[config.mk]
export PLATFORM = sky130hd
export DESIGN_NAME = partition_op_issuer
export DESIGN_NICKNAME = d
export VERILOG_FILES = /design/src/rtl/partition_op_issuer.sv
export SDC_FILE = /design/constraint.sdc
export NUM_CORES = 1
export LEC_CHECK = 0
export CAP_MARGIN = 20
export CORE_AREA = 4 4 217 219
export CTS_CLUSTER_SIZE = 8
export DETAILED_ROUTE_END_ITERATION = 6
export DIE_AREA = 0 0 221 223
export GPL_ROUTABILITY_DRIVEN = 0
export PLACE_DENSITY = 0.64
export SYNTH_ARGS = -nofsm -noshare
export SYNTH_HDL_FRONTEND = slang
export SYNTH_SLANG_ARGS = --single-unit
[constraint.sdc]
create_clock -name clk -period 2.82 [get_ports clk]
set_input_delay 0.564 -clock clk [delete_from_list [all_inputs] [get_ports clk]]
set_output_delay 0.564 -clock clk [all_outputs]
set_load 0.1 [all_outputs]
[src/rtl/partition_op_issuer.sv]
// partition_op_issuer: sequences PNEW/PSPLIT/PMERGE instructions into a
// partition_core operand interface, waits for completion and emits one
// trace record per instruction on a valid/ready stream.
module partition_op_issuer #(
    parameter int REGION_WIDTH   = 64,
    parameter int MU_WIDTH       = 32,
    parameter int TIMEOUT_CYCLES = 255
) (
    input  logic                    clk,
    input  logic                    rst_n,
    input  logic                    instr_valid,
    output logic                    instr_ready,
    input  logic [7:0]              instr_opcode,
    input  logic [REGION_WIDTH-1:0] instr_arg0,
    input  logic [7:0]              instr_arg1,
    input  logic [7:0]              instr_arg2,
    output logic [7:0]              core_op,
    output logic                    core_op_valid,
    output logic [REGION_WIDTH-1:0] core_pnew_region,
    output logic [REGION_WIDTH-1:0] core_psplit_mask,
    output logic [7:0]              core_psplit_module_id,
    output logic [7:0]              core_pmerge_m1,
    output logic [7:0]              core_pmerge_m2,
    input  logic                    core_op_done,
    input  logic [7:0]              core_num_modules,
    input  logic [MU_WIDTH-1:0]     core_mu_discovery,
    input  logic [MU_WIDTH-1:0]     core_mu_execution,
    input  logic [MU_WIDTH-1:0]     core_mu_cost,
    output logic                    trace_valid,
    input  logic                    trace_ready,
    output logic [31:0]             trace_step,
    output logic [7:0]              trace_opcode,
    output logic [REGION_WIDTH-1:0] trace_region,
    output logic [7:0]              trace_num_modules,
    output logic [MU_WIDTH-1:0]     trace_mu_discovery,
    output logic [MU_WIDTH-1:0]     trace_mu_execution,
    output logic [MU_WIDTH-1:0]     trace_mu_total,
    output logic [1:0]              trace_err,
    output logic                    busy
);

    // Counter is at least 8 bits wide, wider if the timeout needs it.
    localparam int CNT_W_RAW = $clog2(TIMEOUT_CYCLES + 1);
    localparam int CNT_W     = (CNT_W_RAW > 8) ? CNT_W_RAW : 8;

    localparam logic [7:0] OP_PNEW   = 8'h00;
    localparam logic [7:0] OP_PSPLIT = 8'h01;
    localparam logic [7:0] OP_PMERGE = 8'h02;

    localparam logic [1:0] ERR_OK      = 2'd0;
    localparam logic [1:0] ERR_ILLEGAL = 2'd1;
    localparam logic [1:0] ERR_TIMEOUT = 2'd2;

    typedef enum logic [1:0] {S_IDLE, S_ISSUE, S_WAIT, S_EMIT} state_t;

    state_t                  state_q, state_d;
    logic [CNT_W-1:0]        wait_cnt_q, wait_cnt_d, wait_cnt_inc;
    logic                    accept, legal, done_seen, timed_out, trace_hs;

    logic                    instr_ready_q, instr_ready_d;
    logic                    busy_q, busy_d;
    logic                    core_op_valid_q, core_op_valid_d;
    logic [7:0]              core_op_q, core_op_d;
    logic [REGION_WIDTH-1:0] pnew_region_q, pnew_region_d;
    logic [REGION_WIDTH-1:0] psplit_mask_q, psplit_mask_d;
    logic [7:0]              psplit_id_q, psplit_id_d;
    logic [7:0]              pmerge_m1_q, pmerge_m1_d;
    logic [7:0]              pmerge_m2_q, pmerge_m2_d;
    logic                    trace_valid_q, trace_valid_d;
    logic [31:0]             step_q, step_d;
    logic [7:0]              trace_opcode_q, trace_opcode_d;
    logic [REGION_WIDTH-1:0] trace_region_q, trace_region_d;
    logic [7:0]              trace_nm_q, trace_nm_d;
    logic [MU_WIDTH-1:0]     trace_mud_q, trace_mud_d;
    logic [MU_WIDTH-1:0]     trace_mue_q, trace_mue_d;
    logic [MU_WIDTH-1:0]     trace_mut_q, trace_mut_d;
    logic [1:0]              trace_err_q, trace_err_d;

    assign accept       = (state_q == S_IDLE) && instr_valid;
    assign legal        = (instr_opcode <= OP_PMERGE);
    assign wait_cnt_inc = wait_cnt_q + 1'b1;
    // wait_cnt_q == 0 marks the guard cycle, where done is not trusted.
    assign done_seen    = (state_q == S_WAIT) && (wait_cnt_q != '0) && core_op_done;
    assign timed_out    = (state_q == S_WAIT) && (wait_cnt_inc == CNT_W'(TIMEOUT_CYCLES));
    assign trace_hs     = (state_q == S_EMIT) && trace_ready;

    // State register.
    always_ff @(posedge clk or negedge rst_n) begin
        if (!rst_n) state_q <= S_IDLE;
        else        state_q <= state_d;
    end

    // Next-state logic; a completion wins over a timeout in the same cycle.
    always_comb begin
        state_d = state_q;
        case (state_q)
            S_IDLE:  if (accept) state_d = legal ? S_ISSUE : S_EMIT;
            S_ISSUE: state_d = S_WAIT;
            S_WAIT:  if (done_seen || timed_out) state_d = S_EMIT;
            S_EMIT:  if (trace_hs) state_d = S_IDLE;
            default: state_d = S_IDLE;
        endcase
    end

    // Output/datapath next values; strobes are decoded from the next state so they come out of flops.
    always_comb begin
        instr_ready_d   = (state_d == S_IDLE);
        busy_d          = (state_d != S_IDLE);
        core_op_valid_d = (state_d == S_ISSUE);
        trace_valid_d   = (state_d == S_EMIT);
        wait_cnt_d      = wait_cnt_q;
        core_op_d       = core_op_q;
        pnew_region_d   = pnew_region_q;
        psplit_mask_d   = psplit_mask_q;
        psplit_id_d     = psplit_id_q;
        pmerge_m1_d     = pmerge_m1_q;
        pmerge_m2_d     = pmerge_m2_q;
        step_d          = step_q;
        trace_opcode_d  = trace_opcode_q;
        trace_region_d  = trace_region_q;
        trace_nm_d      = trace_nm_q;
        trace_mud_d     = trace_mud_q;
        trace_mue_d     = trace_mue_q;
        trace_mut_d     = trace_mut_q;
        trace_err_d     = trace_err_q;

        if (accept) begin
            trace_opcode_d = instr_opcode;
            trace_region_d = (instr_opcode == OP_PNEW || instr_opcode == OP_PSPLIT) ? instr_arg0 : '0;
            if (legal) begin
                // Operands hold until the next issue; fields the opcode does not use read as zero.
                core_op_d     = instr_opcode;
                pnew_region_d = (instr_opcode == OP_PNEW)   ? instr_arg0 : '0;
                psplit_mask_d = (instr_opcode == OP_PSPLIT) ? instr_arg0 : '0;
                psplit_id_d   = (instr_opcode == OP_PSPLIT) ? instr_arg1 : '0;
                pmerge_m1_d   = (instr_opcode == OP_PMERGE) ? instr_arg1 : '0;
                pmerge_m2_d   = (instr_opcode == OP_PMERGE) ? instr_arg2 : '0;
            end else begin
                trace_err_d = ERR_ILLEGAL;
                trace_nm_d  = '0;
                trace_mud_d = '0;
                trace_mue_d = '0;
                trace_mut_d = '0;
            end
        end

        if (state_q == S_ISSUE) wait_cnt_d = '0;
        if (state_q == S_WAIT)  wait_cnt_d = wait_cnt_inc;

        if (done_seen || timed_out) begin
            trace_err_d = done_seen ? ERR_OK : ERR_TIMEOUT;
            trace_nm_d  = core_num_modules;
            trace_mud_d = core_mu_discovery;
            trace_mue_d = core_mu_execution;
            trace_mut_d = core_mu_cost;
        end

        if (trace_hs) step_d = step_q + 32'd1;
    end

    // Datapath and output registers.
    always_ff @(posedge clk or negedge rst_n) begin
        if (!rst_n) begin
            instr_ready_q   <= 1'b1;
            busy_q          <= 1'b0;
            core_op_valid_q <= 1'b0;
            trace_valid_q   <= 1'b0;
            wait_cnt_q      <= '0;
            core_op_q       <= '0;
            pnew_region_q   <= '0;
            psplit_mask_q   <= '0;
            psplit_id_q     <= '0;
            pmerge_m1_q     <= '0;
            pmerge_m2_q     <= '0;
            step_q          <= '0;
            trace_opcode_q  <= '0;
            trace_region_q  <= '0;
            trace_nm_q      <= '0;
            trace_mud_q     <= '0;
            trace_mue_q     <= '0;
            trace_mut_q     <= '0;
            trace_err_q     <= '0;
        end else begin
            instr_ready_q   <= instr_ready_d;
            busy_q          <= busy_d;
            core_op_valid_q <= core_op_valid_d;
            trace_valid_q   <= trace_valid_d;
            wait_cnt_q      <= wait_cnt_d;
            core_op_q       <= core_op_d;
            pnew_region_q   <= pnew_region_d;
            psplit_mask_q   <= psplit_mask_d;
            psplit_id_q     <= psplit_id_d;
            pmerge_m1_q     <= pmerge_m1_d;
            pmerge_m2_q     <= pmerge_m2_d;
            step_q          <= step_d;
            trace_opcode_q  <= trace_opcode_d;
            trace_region_q  <= trace_region_d;
            trace_nm_q      <= trace_nm_d;
            trace_mud_q     <= trace_mud_d;
            trace_mue_q     <= trace_mue_d;
            trace_mut_q     <= trace_mut_d;
            trace_err_q     <= trace_err_d;
        end
    end

    assign instr_ready           = instr_ready_q;
    assign busy                  = busy_q;
    assign core_op_valid         = core_op_valid_q;
    assign core_op               = core_op_q;
    assign core_pnew_region      = pnew_region_q;
    assign core_psplit_mask      = psplit_mask_q;
    assign core_psplit_module_id = psplit_id_q;
    assign core_pmerge_m1        = pmerge_m1_q;
    assign core_pmerge_m2        = pmerge_m2_q;
    assign trace_valid           = trace_valid_q;
    assign trace_step            = step_q;
    assign trace_opcode          = trace_opcode_q;
    assign trace_region          = trace_region_q;
    assign trace_num_modules     = trace_nm_q;
    assign trace_mu_discovery    = trace_mud_q;
    assign trace_mu_execution    = trace_mue_q;
    assign trace_mu_total        = trace_mut_q;
    assign trace_err             = trace_err_q;

endmodule
==> results.yml, run 1 <==
grt:
  grt_overflow: 0
  grt_pass1_wl_um: 79300
  first_global_vias: 12400
  antenna_found_initial: 2
  grt_start_max_net_pins: 73
  grt_use_total_pct: 20.3
setup_path:
  reg2reg_depth: 9
  cp_num_buf_inv: 3
  crit_path_start_kind: "flip-flop"
  worstPathCellList: "inv_1, ha_1, nand4_1, or3_1, o21bai_4, buf_12, buf_12, nand2_1, o21ai_0"
  arrival_ns: 2.76
  setup.worst_path.end_class: "flip-flop"
  crit_top_cell: "buf_12"
  crit_required_ns: 3.29
  cp_num_cells: 9
  cp_slowest_cell: "dfrtp_1"
  crit_family: "simple AND/OR/NAND/NOR gates"
  critPathKind: "reg2reg"
  critPathMaxFanout: 62
  cpPeakStageDelay_ns: 0.44
floorplanning:
  dieArea_um2: 49300
  fp.dieH_um: 223
  fp.coreArea_um2: 45100
  die_w_um: 221
  start_util_pct: 32.5
  row_count: 78
  ios: 571
power_and_ir_drop:
  peakVddDrop_mv: 0.872
  power_frac_comb_pct: 46.8
  p_sw_mw: 11.9
  p_leak_nw: 10.7
  p_int_mw: 12.2
  power_frac_seq_pct: 29.4
  p_total_mw: 24.1
  pwr-share-clk_pct: 23.9
  p_per_area_nw_per_um2: 1110
  sw_frac_of_total_pct: 49.2
yosys:
  yosys_warnings: 0
  synth-edff-count: 0
  avgSynthCellArea_um2: 12.3
  synthesis.area_um2: 14700
  synth_fp_nets: 1400
  yosysMostFrequentCell: "dfrtp_1"
  synth_seq_cells: 384
  synth_common_cells: "dfrtp_1 (383), nand2_1 (226), a22o_1 (216)"
  synth_cells: 1194
  synth_largest_area_cell: "dfrtp_1"
  synthFlopType: "dfrtp_1"
  yosysSeqAreaShare_pct: 65.5
  synth_top_area_share_pct: 65.4
  ys_types: 48
  async_reset_ff_share_pct: 100
  synthTopCellsByArea: "dfrtp_1 (65%), a22o_1 (13%), nand2_1 (5.8%)"
layout:
  fin_util_pct: 48.3
  nets: 1986
  area_growth_pct: 48.6
  drive_above_1_share_pct: 29.4
timing:
  worst_pin_slew_ns: 0.468
  hold_violations: 0
  max_freq_mhz: 438
  period_needed_ns: 2.28
  setup_tns_ns: 0
  fin_skew_ns: 0.0184
  finalCritPeriodShare_pct: 81.0
  hold_slack_ns: 0.478
  relSlewSlack_pct: 68.8
  rsz0062_at_grt: "no"
  setup_viol: 0
  finalMaxSlewViolations: 0
clock_network:
  cts_setup_buffers: 0
  h-tree-depth: 2
  max-clock-path-buffers: 3
  cts_tree: "built"
  cts_sinks: 384
  ctsResizeCount: 0
  hold_buffers: 1
  clkLatencyLatePin_ns: 0.58
  root_buffer: "clkbuf_16"
  numCtsBuffers: 54
  clk_pin_slew_ns: 0.05
routing:
  dr.pass1.iters: 5
  drc_errors: 0
  route.detailed.wl_per_inst_um: 21.6
  initialDrtViolationCount: 748
  ant_nets: 0
  drt_wl_total_um: 51700
  viasPerCell: 4.98
  vias: 11900
placement:
  io_buffers: 570
  place_hpwl_um: 37100
job:
  max_cap_viol_count: 0
min_path:
  hold_class: "reg2reg"
  hold_depth: 1
outcome:
  status: "completed"
[state kept, by name (all words and copies together) (netlist names)]
name,flops
trace_region,64
core_op_valid,1
core_pmerge_m2,8
core_psplit_mask,64
instr_ready,1
state_q,2
busy,1
core_pmerge_m1,8
trace_mu_execution,32
trace_valid,1
trace_opcode,8
trace_num_modules,8
trace_mu_discovery,32
wait_cnt_q,8
trace_err,2
trace_mu_total,32
core_psplit_module_id,8
core_pnew_region,64
trace_step,32
core_op,8
[cell type report]
| cell class | instances | area (um2) |
|---|---|---|
| Tap cell | 600 | 751 |
| Timing Repair Buffer | 616 | 5360 |
| Multi-Input combinational cell | 715 | 4590 |
| Fill cell | 4096 | 23300 |
| Inverter | 9 | 33.8 |
| Sequential cell | 384 | 9610 |
| Clock inverter | 4 | 63.8 |
| Clock buffer | 57 | 1370 |
| Antenna cell | 2 | 5.00 |
[kinds of logic (layout without fill, tap and decap cells)]
group / Yosys count / after routing / synth area share, %
muxes: 10 / 10 / 0.760
DFF: 384 / 384 / 65.5
and+or+nand+nor: 316 / 316 / 9.66
buffers and inverters: 95 / 686 / 3.39
adders and majority gates: 9 / 9 / 0.768
xor gates and xnor gates: 33 / 33 / 1.97
AOI/OAI and AO/OA: 347 / 347 / 17.9
other: 0 / 2 / 0
[cells in the final DEF (no fill, tap or decap), types with 9 or more instances in the layout]
cell type        Yosys  layout
nor2_1              16      15
mux2_2               9       9
nand2_1            226     225
o21ai_1             89      89
buf_12               0      19
buf_4                0     400
ha_1                 9       9
and2_1              11      10
clkbuf_16            0      54
nand2_2             10      10
clkdlybuf4s50_1      0     195
inv_1                9       9
o21ai_2             11      10
a22o_1             216     216
dfrtp_1            383     383
xnor2_1             26      26
o21ai_0             14      14
nand3_1             17      17
[per-stage QoR]
step           cell area [um2]  setup WS, ns  instances
3_3_place_gp             20300         0.217       2323
4_1_cts                  21800         0.475       2385
5_1_grt                  21800         0.371       2386
2_1_floorplan            14700         0.219       1194
3_5_place_dp             20300         0.181       2323
6_report                 21800         0.535       2387
[worst reg2reg max path, delay by kind of cell (launching register included)]
| family | cells | cell delay (ns) |
|---|---|---|
| AND/OR/NAND/NOR | 3 | 0.69 |
| AO/OA/AOI/OAI | 2 | 0.28 |
| adder cells (fa/ha/maj) | 1 | 0.19 |
| buffers and inverters | 3 | 0.60 |
| flip-flops | 1 | 0.44 |
[power groups by stage]
stage / clock (mW) / combinational [mW] / sequential (mW)
detailed placement: 0 / 11.4 / 7.14
global route: 6.17 / 11.7 / 7.19
CTS: 5.92 / 11.4 / 7.07
finish: 5.75 / 11.3 / 7.08
global placement: 0 / 11.3 / 7.11
floorplan: 0 / 1.69 / 13.9
[worst paths after layout]
| check | slack, ns | from | to |
|---|---|---|---|
| worst max register to register | 0.54 | state_q[0] | trace_mu_discovery[29] |
| worst max-delay path | 0.54 | state_q[0] | trace_mu_discovery[29] |
| worst min register to register | 0.48 | core_op[1] | core_op[1] |
| min in group asynchronous | 0.53 | rst_n | trace_mu_execution[3] |
| worst min-delay path | 0.48 | core_op[1] | core_op[1] |
| max in group asynchronous | 1.51 | rst_n | core_pnew_region[45] |
[metal layers]
layer	GRT usage, %	vias up	wire length, um	part of all wire, %
met5	0	-	13	0.025
met4	4.69	2	1080	2.1
met3	6.96	73	4230	8.2
met2	34.6	511	25500	49
met1	25.2	5923	20900	40
li1	-	5382	-	-
Power figures use the tool's default switching activity.
==> inputs of run 2 (changes only) <==
- clock period: 2.82 -> 2.2 ns (I/O delays scaled with it)
==> run 2 against run 1 <==
Effect of this change: hold slack got worse by 0.092 ns; flip-flop and latch count unchanged; critical path depth decreased by 1; combinational power increased by 30%; clock-buffer cell count increased by 10; largest power group unchanged.
==> results.yml, run 2 (synthesis gave the netlist of run 1 again) <==
outcome:
  status: "completed"
setup_path:
  critPathMaxFanout: 46
  arrival_ns: 2.60
  cpPeakStageDelay_ns: 0.42
  cp_slowest_cell: "or3_4"
  setup.worst_path.end_class: "flip-flop"
  cp_num_cells: 8
  worstPathCellList: "inv_2, ha_1, nand4_1, or3_4, o21bai_4, buf_12, nand2_1, o21ai_1"
  crit_required_ns: 2.69
  reg2reg_depth: 8
  crit_path_start_kind: "flip-flop"
  crit_family: "simple AND/OR/NAND/NOR gates"
  cp_num_buf_inv: 2
  critPathKind: "reg2reg"
  rrSetupSlack_ns: 0.08
min_path:
  hold_class: "in2async"
grt:
  antenna_found_initial: 2
  grt_use_total_pct: 19.6
  grt_overflow: 0
  grt_pass1_wl_um: 76500
  grt_start_max_net_pins: 67
  first_global_vias: 12500
floorplanning:
  fp.dieH_um: 223
  start_util_pct: 32.5
  row_count: 78
  ios: 571
  fp.coreArea_um2: 45100
  dieArea_um2: 49300
  die_w_um: 221
routing:
  viasPerCell: 4.87
  dr.pass1.iters: 5
  drc_errors: 0
  drt_wl_total_um: 50000
  route.detailed.wl_per_inst_um: 20.6
  initialDrtViolationCount: 535
  ant_nets: 0
  vias: 11800
timing:
  fin_skew_ns: 0.00929
  setup_viol: 0
  hold_violations: 0
  period_needed_ns: 2.12
  rsz0062_at_grt: "yes"
  worst_slack_ns: 0.0834
  finalMaxSlewViolations: 0
  max_freq_mhz: 472
  finalCritPeriodShare_pct: 96.2
  worst_pin_slew_ns: 0.471
  relSlewSlack_pct: 68.6
layout:
  layout_common_cells: "buf_4 (429), dfrtp_1 (362), nand2_1 (225)"
  fin_util_pct: 49.3
  drive_above_1_share_pct: 31.9
  area_growth_pct: 51.5
  area.sequential_um2: 9640
  nets: 2022
  multiInputGateArea_um2: 4600
  layout_commonest_cell: "buf_4"
  fill_cells: 4076
clock_network:
  clk_pin_slew_ns: 0.05
  cts_sinks: 384
  max-clock-path-buffers: 3
  clkLatencyLatePin_ns: 0.57
  root_buffer: "clkbuf_16"
  cts_tree: "built"
  numCtsBuffers: 54
  h-tree-depth: 2
power_and_ir_drop:
  peakVddDrop_mv: 1.21
  p_leak_nw: 10.9
  p_per_area_nw_per_um2: 1400
job:
  max_cap_viol_count: 0
placement:
  place_hpwl_um: 36800
  io_buffers: 570
  place_ws_ns: -0.188
run 2: cell count changes in the layout (fill, tap and decap cells not counted), sizes merged:
cell,previous run,this run
clkbuf,57,69
buf,420,454
bufinv,1,0
run 2: final timing paths:
kind                                   from                     end
min in group clk           core_mu_cost[15]      trace_mu_total[15]
min reg2reg                  trace_step[20]          trace_step[20]
max                           wait_cnt_q[0]  trace_mu_discovery[16]
max in group asynchronous             rst_n   trace_mu_discovery[3]
max reg2reg                   wait_cnt_q[0]  trace_mu_discovery[16]
min                                   rst_n    trace_num_modules[5]
run 2: area by class of cell:
type	instances	area share [%]
sequential	384	43.4
timing repair buffer	652	25.8
multi-input combinational	715	20.7
clock buffer	67	6.40
tap	600	3.38
clock inverter	3	0.169
inverter	9	0.152
antenna	2	0.0225
run 2: repair_timing:
item	4_1_cts	5_1_grt
buffers inserted	0	1
hold buffers	1	0
endpoints found under the setup margin	0	138
hold endpoints to repair	33	0
gates resized for setup	0	4
run 2: where the power goes:
group / internal (mW) / leakage [nW] / switching (mW) / total, mW
Sequential: 8.34 / 5.22 / 0.757 / 9.09
Combinational: 3.14 / 4.98 / 11.6 / 14.7
Clock: 4.45 / 0.710 / 2.91 / 7.36
Total: 15.9 / 10.9 / 15.2 / 31.2
run 2: through the flow:
step                setup TNS (ns)  area, um2  std cells  power (mW)  hold slack [ns]
finish                           0      22200       2432        31.2            0.387
CTS                              0      22200       2427        31.4            0.362
floorplan                        0      14700       1194        20.0            0.144
global placement            -20.63      20700       2356        23.8            0.394
global route               -0.0853      22200       2430        32.4            0.378
detailed placement          -31.49      20700       2356        23.9            0.398
run 2: layer usage:
metal / up-vias / global-route usage, % / wire length, um
met1: 5820 / 24.2 / 20200
met4: 0 / 6.70 / 1540
met2: 479 / 32.6 / 24200
li1: 5462 / - / -
met5: - / 0 / 0
met3: 85 / 6.37 / 4110
==> inputs of run 3 (changes only) <==
- GPL_TIMING_DRIVEN: unset -> 0
==> run 3 against run 2 <==
Effect of this change: non-clock buffer count increased by 33; worst setup slack lost 0.015 ns; total power increased by 1.5%; flip-flop and latch count is the same; combinational power grew 3%; register-to-register slack hardly changed; clock-buffer cell count down 1; cell area is 7.1% higher; maximum frequency decreased by 0.68%; sequential power about the same; clock skew up 0.012 ns; cell count increased by 1.3%; critical path type unchanged.
==> results.yml, run 3 (synthesis gave the netlist of run 1 again) <==
outcome:
  status: "completed"
grt:
  grt_use_total_pct: 21.6
  grt_start_max_net_pins: 107
  antenna_found_initial: 1
  grt_pass1_wl_um: 83100
  grt_overflow: 0
  first_global_vias: 13000
min_path:
  hold_start: "instr_opcode[0]"
  hold_class: "in2reg"
  hold_depth: 2
  min_to: "core_op[0]"
layout:
  fin_util_pct: 52.8
  layout_commonest_cell: "clkdlybuf4s15_2"
  area_growth_pct: 62.3
  nets: 2055
  drive_above_1_share_pct: 32.7
  fin_cells: 2464
  diodes: 0
  layout_common_cells: "clkdlybuf4s15_2 (372), dfrtp_1 (362), nand2_1 (225)"
  fill_cells: 3912
floorplanning:
  start_util_pct: 32.5
  row_count: 78
  ios: 571
  dieArea_um2: 49300
  die_w_um: 221
  fp.coreArea_um2: 45100
  fp.dieH_um: 223
setup_path:
  cp_slowest_cell: "dfrtp_1"
  crit_path_start_kind: "flip-flop"
  r2r-start: "state_q[0]"
  rrSetupSlack_ns: 0.07
  critPathMaxFanout: 10
  arrival_ns: 2.61
  reg2reg_depth: 8
  crit_required_ns: 2.68
  cpPeakStageDelay_ns: 0.42
  timing.rr.end: "core_psplit_mask[59]"
  crit_family: "simple AND/OR/NAND/NOR gates"
  worstPathCellList: "inv_2, ha_1, and2_4, nand4_4, or2_4, buf_4, clkbuf_4, a22o_1"
  critPathKind: "reg2reg"
  setup.worst_path.end_class: "flip-flop"
  cp_num_buf_inv: 3
job:
  max_cap_viol_count: 0
power_and_ir_drop:
  peakVddDrop_mv: 1.15
  p_int_mw: 16.0
  p_sw_mw: 15.6
  power_frac_comb_pct: 47.6
  p_leak_nw: 10.4
  p_total_mw: 31.6
  pwr-share-clk_pct: 23.6
  power_frac_seq_pct: 28.7
  p_per_area_nw_per_um2: 1330
  sw_frac_of_total_pct: 49.3
routing:
  drt_wl_total_um: 55700
  viasPerCell: 4.98
  initialDrtViolationCount: 674
  drc_errors: 0
  vias: 12300
  route.detailed.wl_per_inst_um: 22.6
  ant_nets: 0
  dr.pass1.iters: 5
placement:
  io_buffers: 569
  place_ws_ns: -1.10
  place_inst: 2368
  place_hpwl_um: 40600
timing:
  fin_skew_ns: 0.0216
  period_needed_ns: 2.13
  setup_viol: 0
  max_freq_mhz: 469
  finalMaxSlewViolations: 0
  relSlewSlack_pct: 55.5
  worst_pin_slew_ns: 0.667
  finalCritPeriodShare_pct: 96.9
  rsz0062_at_grt: "yes"
  hold_violations: 0
  worst_slack_ns: 0.0689
clock_network:
  root_buffer: "clkbuf_16"
  cts_tree: "built"
  cts_sinks: 384
  clk_pin_slew_ns: 0.05
  h-tree-depth: 2
  max-clock-path-buffers: 3
  numCtsBuffers: 54
  clkLatencyLatePin_ns: 0.60
==> run 3: changes by cell type in the layout (fill, tap and decap cells not counted), moves of 4 or more <==
cell / before / now
buf_2: 0 / 13
clkdlybuf4s15_2: 0 / 372
clkbuf_4: 0 / 12
buf_8: 1 / 8
buf_16: 0 / 4
clkbuf_16: 57 / 61
buf_6: 0 / 5
buf_12: 24 / 9
clkbuf_2: 0 / 24
buf_4: 429 / 24
clkbuf_1: 12 / 23
==> run 3: area by class of cell <==
class / count / area, um2 / area share [%]
plain buffers: 82 / 591 / 2.48
clock buffers: 66 / 1400 / 5.87
clock inverters: 5 / 66.3 / 0.279
inverters: 9 / 33.8 / 0.142
multi-input cells: 715 / 4620 / 19.4
flip-flops and latches: 384 / 9640 / 40.5
well taps: 600 / 751 / 3.15
repair buffers: 603 / 6700 / 28.1
==> run 3: metrics by stage <==
stage	cell area, um2	setup TNS, ns	hold WS [ns]
finish	23800	0	0.344
global route	23800	-1.21	0.336
CTS	23500	0	0.295
detailed placement	21300	-262.23	0.464
global placement	21100	-6482.23	0.460
floorplan	14700	0	0.144
==> run 3: per-layer routing <==
metal,share of wire (%),wire (um),track usage (%),vias to the layer above
met5,0.023,13,0,-
met4,2.8,1530,6.52,2
met3,8.6,4800,7.84,82
met2,50,28000,37.7,486
met1,38,21300,25.1,6158
li1,-,-,-,5535
==> run 3: how the worst max path moves through the flow <==
stage	start	cells after the start	slack (ns)	end
6_report	state_q[0]	8	0.07	core_psplit_mask[59]
5_1_grt	state_q[1]	8	-0.05	trace_step[27]
4_1_cts	state_q[0]	10	0.0009	trace_mu_execution[29]
3_5_place_dp	instr_valid	6	-1.10	core_pnew_region[38]
3_3_place_gp	rst_n	1	-18.83	trace_step[1]
2_1_floorplan	trace_step[0]	6	0.04	trace_step[30]
==> run 3: power groups by stage <==
stage	clock (mW)	combinational, mW	sequential, mW
after floorplan	0	2.16	17.8
after global placement	0	15.0	9.15
after detailed placement	0	15.1	9.17
after CTS	7.69	14.9	9.08
after global routing	7.97	15.6	9.23
final	7.48	15.1	9.08
==> run 3: repair_timing <==
action / CTS / global route
setup endpoints to repair: 714 / 270
gates cloned: 1 / 7
hold buffers: 1 / 0
setup buffers: 14 / 7
pin swaps: 6 / 6
hold endpoints to repair: 80 / 0
gates resized for setup: 1165 / 56
